**src/rtl/ctrl_accum_param.sv**
```systemverilog
// Control FSM for the FIFO -> accumulator -> RAM path: pops bytes, steers accumulator clear,
// and writes one RAM word per BYTES_PER_WORD bytes (or on flush) to an auto-incrementing address.
module ctrl_accum_param #(
    parameter int unsigned BYTES_PER_WORD = 4,
    parameter int unsigned ADDR_W         = 4,
    parameter bit          WRAP_EN        = 1'b1,
    localparam int unsigned IDX_W = (BYTES_PER_WORD > 2) ? $clog2(BYTES_PER_WORD) : 1
) (
    input  logic              clk,
    input  logic              reset_n,
    input  logic              empty,
    input  logic              flush,
    output logic              read,
    output logic              zero_sel,
    output logic              write_ram,
    output logic [ADDR_W-1:0] ram_addr,
    output logic [IDX_W-1:0]  byte_idx,
    output logic              ram_full
);

    typedef enum logic [1:0] {
        RUN   = 2'd0,
        WRITE = 2'd1,
        FULL  = 2'd2
    } state_t;

    localparam logic [IDX_W-1:0] LAST_IDX = IDX_W'(BYTES_PER_WORD - 1);

    state_t            state_q, state_d;
    logic              read_q, read_d;
    logic              zero_sel_q, zero_sel_d;
    logic              write_ram_q, write_ram_d;
    logic              ram_full_q, ram_full_d;
    logic              flush_pend_q, flush_pend_d;
    logic [ADDR_W-1:0] ram_addr_q, ram_addr_d;
    logic [IDX_W-1:0]  byte_idx_q, byte_idx_d;
    logic              word_done;

    always_comb begin
        state_d      = state_q;
        byte_idx_d   = byte_idx_q;
        flush_pend_d = flush_pend_q;
        ram_addr_d   = ram_addr_q;
        word_done    = read_q && (byte_idx_q == LAST_IDX);

        if (read_q) begin
            byte_idx_d = word_done ? '0 : byte_idx_q + 1'b1;
        end
        if (state_q != FULL && flush) begin
            flush_pend_d = 1'b1;
        end

        case (state_q)
            RUN: begin
                if (word_done) begin
                    state_d = WRITE;
                end else if (flush_pend_q && !read_q) begin
                    // a request arriving this very cycle re-arms the pending flag
                    flush_pend_d = flush;
                    if (byte_idx_q != '0) begin
                        byte_idx_d = '0;
                        state_d    = WRITE;
                    end
                end
            end
            WRITE: begin
                if (!WRAP_EN && ram_addr_q == '1) begin
                    state_d = FULL;
                end else begin
                    ram_addr_d = ram_addr_q + 1'b1;
                    state_d    = RUN;
                end
            end
            FULL:    state_d = FULL;
            default: state_d = RUN;
        endcase

        read_d      = !empty && !flush && !flush_pend_q && (state_d != FULL);
        zero_sel_d  = (byte_idx_d == '0);
        write_ram_d = (state_d == WRITE);
        ram_full_d  = (state_d == FULL);
    end

    always_ff @(posedge clk or negedge reset_n) begin
        if (!reset_n) begin
            state_q      <= RUN;
            read_q       <= 1'b0;
            zero_sel_q   <= 1'b1;
            write_ram_q  <= 1'b0;
            ram_full_q   <= 1'b0;
            flush_pend_q <= 1'b0;
            ram_addr_q   <= '0;
            byte_idx_q   <= '0;
        end else begin
            state_q      <= state_d;
            read_q       <= read_d;
            zero_sel_q   <= zero_sel_d;
            write_ram_q  <= write_ram_d;
            ram_full_q   <= ram_full_d;
            flush_pend_q <= flush_pend_d;
            ram_addr_q   <= ram_addr_d;
            byte_idx_q   <= byte_idx_d;
        end
    end

    assign read      = read_q;
    assign zero_sel  = zero_sel_q;
    assign write_ram = write_ram_q;
    assign ram_full  = ram_full_q;
    assign ram_addr  = ram_addr_q;
    assign byte_idx  = byte_idx_q;

endmodule
```
**config.mk**
```make
export PLATFORM = sky130hd
export DESIGN_NAME = ctrl_accum_param
export DESIGN_NICKNAME = d
export VERILOG_FILES = /design/src/rtl/ctrl_accum_param.sv
export SDC_FILE = /design/constraint.sdc
export NUM_CORES = 1
export LEC_CHECK = 0
export ABC_AREA = 1
export BUFFER_PORTS_ARGS = -buffer_cell sky130_fd_sc_hd__clkbuf_2
export CAP_MARGIN = 20
export CORE_AREA = 2 2 39 41
export CTS_CLUSTER_SIZE = 30
export DETAILED_ROUTE_END_ITERATION = 12
export DIE_AREA = 0 0 41 43
export PLACE_DENSITY_LB_ADDON = 0.1
export SETUP_SLACK_MARGIN = 0.05
export SYNTH_ARGS = -nofsm -noshare
export SYNTH_HDL_FRONTEND = slang
export SYNTH_SLANG_ARGS = --single-unit
export TNS_END_PERCENT = 30
```
**constraint.sdc**
```tcl
create_clock -name clk -period 2.1 [get_ports clk]
set_clock_uncertainty 0.15 [all_clocks]
set_input_delay 0.105 -clock clk [delete_from_list [all_inputs] [get_ports clk]]
set_output_delay 0.105 -clock clk [all_outputs]
set_load 0.05 [all_outputs]
```
==> run_results.csv <==
group,metric,value,unit
worst_setup_path,crit_arrival,1.56,ns
global_route,antenna_found_initial,0,
sta,fin_crit_sh,71.72,%
finish,design_area,713.2,µm²
global_route,grt_pass1_vias,438,
sta,period_minus_slack,1.506,ns
sta,tns,0,ns
global_route,grt_first_pass_wirelength,1766,µm
synth,synth_nets,67,
place,placed_cell_area,636.9,µm²
finish,diodes,0,
pwr,switching_power,576.0,µW
sta,finalWorstSetupSlack,0.5938,ns
finish,syn_to_final_growth,29.25,%
clock_tree,cts_root_buffer,"clkbuf_4",
worst_setup_path,timing_worst_setup_path_type,"in -> reg",
die,die_y,43,µm
worst_setup_path,worst-path-max-fanout,3,
clock_tree,cts_setup_buffers,0,
synth,ys_warn_count,0,
worst_setup_path,required,2.15,ns
synth,yosysTopAreaCell,"dfrtp_1",
global_route,grt_usage,15.17,%
clock_tree,clk_latency,0.27,ns
sta,finalMaxSlewViolations,0,
synth,ys_types,16,
status,status,"finished, final reports clean",
pwr,p_clk_share,15.9,%
synth,synth-seq-area-share,54.65,%
pwr,p_leak,0.4090,nW
clock_tree,cts_max_level,1,
clock_tree,cts.sinks,12,
routing,drt_iter0_drc,5,
die,core,1384,µm²
routing,drc,0,
routing,wl_per_cell,10.04,µm
sta,hold_viol,0,
pwr,seqPwrFrac,35.0,%
finish,fin_cells,97,
die,start_util,39.87,%
sta,clock.fmax,663.9,MHz
global_route,grt_max_degree,13,
routing,antenna_left,0,
sta,rsz0062_at_grt,"false",
pwr,internal_power,581.6,µW
die,die-width,41,µm
clock_tree,clk_pin_slew,0.08,ns
pwr,total_power,1.158,mW
job,maxCapViolCount,0,
finish,final_nets,89,
clock_tree,numCtsBuffers,3,
die,dieArea,1763,µm²
worst_setup_path,end_kind,"flop",
place,place_ws,0.8202,ns
synth,synthArstFlopShare,100.0,%
clock_tree,cts_tree,"done",
sta,hold_ws,0.09543,ns
place,dp_cells,89,
synth,synthesis.area,551.8,µm²
pwr,p_sw_share,49.76,%
synth,netlist_top_cells_count,"nand2_1 (16), dfrtp_1 (11), inv_1 (11)",
place,portBuffers,13,
routing,vias_per_cell,4.268,
place,hpwl,732.6,µm
hold_path,hold_class,"in -> async",
synth,ys.flop_type,"dfrtp_1",
finish,final_util,51.54,%
sta,setup_viol,0,
pwr,combPwrFrac,49.1,%
global_route,overflow,0,
synth,synthTopCellsByArea,"dfrtp_1 (50%), nand2_1 (11%), inv_1 (7.5%)",
die,io_pins,14,
worst_setup_path,reg2reg_setup_slack,0.61,ns
sta,worstMarginPinSlew,0.2999,ns
worst_setup_path,start_kind,"input pin",
routing,dr.pass1.iters,4,
synth,ys_ff_latch,12,
synth,synth.avg_cell_area,9.196,µm²
synth,synth-edff-count,0,
pwr,p_per_area,1623,nW/µm²
place,gp_congestion,0.6901,
synth,yosysTopAreaCellShare,49.89,%
routing,vias,414,
die,rows,14,
routing,finalWirelength,974,µm
synth,synth_most_common_cell,"nand2_1",
sta,relSlewSlack,80.01,%
clock_tree,cts_buffer_depth,2,
synth,synth_cells,60,
finish,drive_above_1_share,30.86,%
pwr,vdd_drop_max,0.5434,mV
[sequential cells by signal, indices dropped and copies added (netlist names)]
name          flops
state_q           1
ram_full          1
zero_sel          1
flush_pend_q      1
read              1
write_ram         1
ram_addr          4
byte_idx          2
[final cells by class]
type,count,area (µm²)
tap,16,20.02
fill,145,670.6
timing repair buffer,17,105.1
inverter,13,48.80
clock buffer,4,36.28
multi-input combinational,35,201.4
sequential,12,301.5
[power groups by stage]
stage               Sequential (mW)  Clock [mW]  Combinational (mW)
floorplan                     0.644           0               0.203
global placement              0.404           0               0.561
detailed placement            0.410           0               0.568
CTS                           0.406       0.189               0.576
global route                  0.421       0.205               0.635
finish                        0.405       0.184               0.569
[critical path: stages]
cell	delay, ns
dlygate4sd3_1	0.53
clkbuf_2	0.11
nor4_1	0.22
dlygate4sd3_1	0.59
[path summary, 6_finish.rpt]
path | cells past startpoint | endpoint | from
max in group asynchronous | 2 | zero_sel | reset_n
setup reg to reg | 4 | read | ram_full
setup / recovery | 4 | read | flush
min in group clk | 2 | ram_addr[3] | ram_addr[3]
hold / removal | 2 | ram_addr[3] | reset_n
hold reg to reg | 2 | ram_addr[3] | ram_addr[3]
[cells in the final DEF (no fill, tap or decap), drive strengths merged]
cell type     n
nand2        17
xnor2         2
nor2          4
dfrtp        11
nand3         4
xor2          1
inv          13
ha            3
dlygate4sd3   4
clkbuf       17
o21ai         3
dfstp         1
nor4          1
[what timing repair did]
action,in CTS,in global routing
hold endpoints to repair,14,0
gates resized for setup,0,0
setup endpoints to repair,0,0
hold buffers,4,0
[cells by family (layout without fill, tap and decap cells)]
kind of cell	count (synthesis)	in the layout	synth area share (%)
simple gates	26	26	22.22
buf+inv	13	34	8.844
flops	12	12	54.65
fa+ha+maj	3	3	6.803
compound gates	3	3	2.720
xor+xnor	3	3	4.763
[layer usage]
metal / share of wire [%] / up-vias / GRT usage [%]
met5: 0 / - / 0
met4: 1.3 / 0 / 8.000
met2: 45 / 9 / 20.94
met1: 48 / 182 / 20.20
met3: 5.7 / 2 / 5.236
li1: - / 221 / -
(Power assumes the default switching activity.)
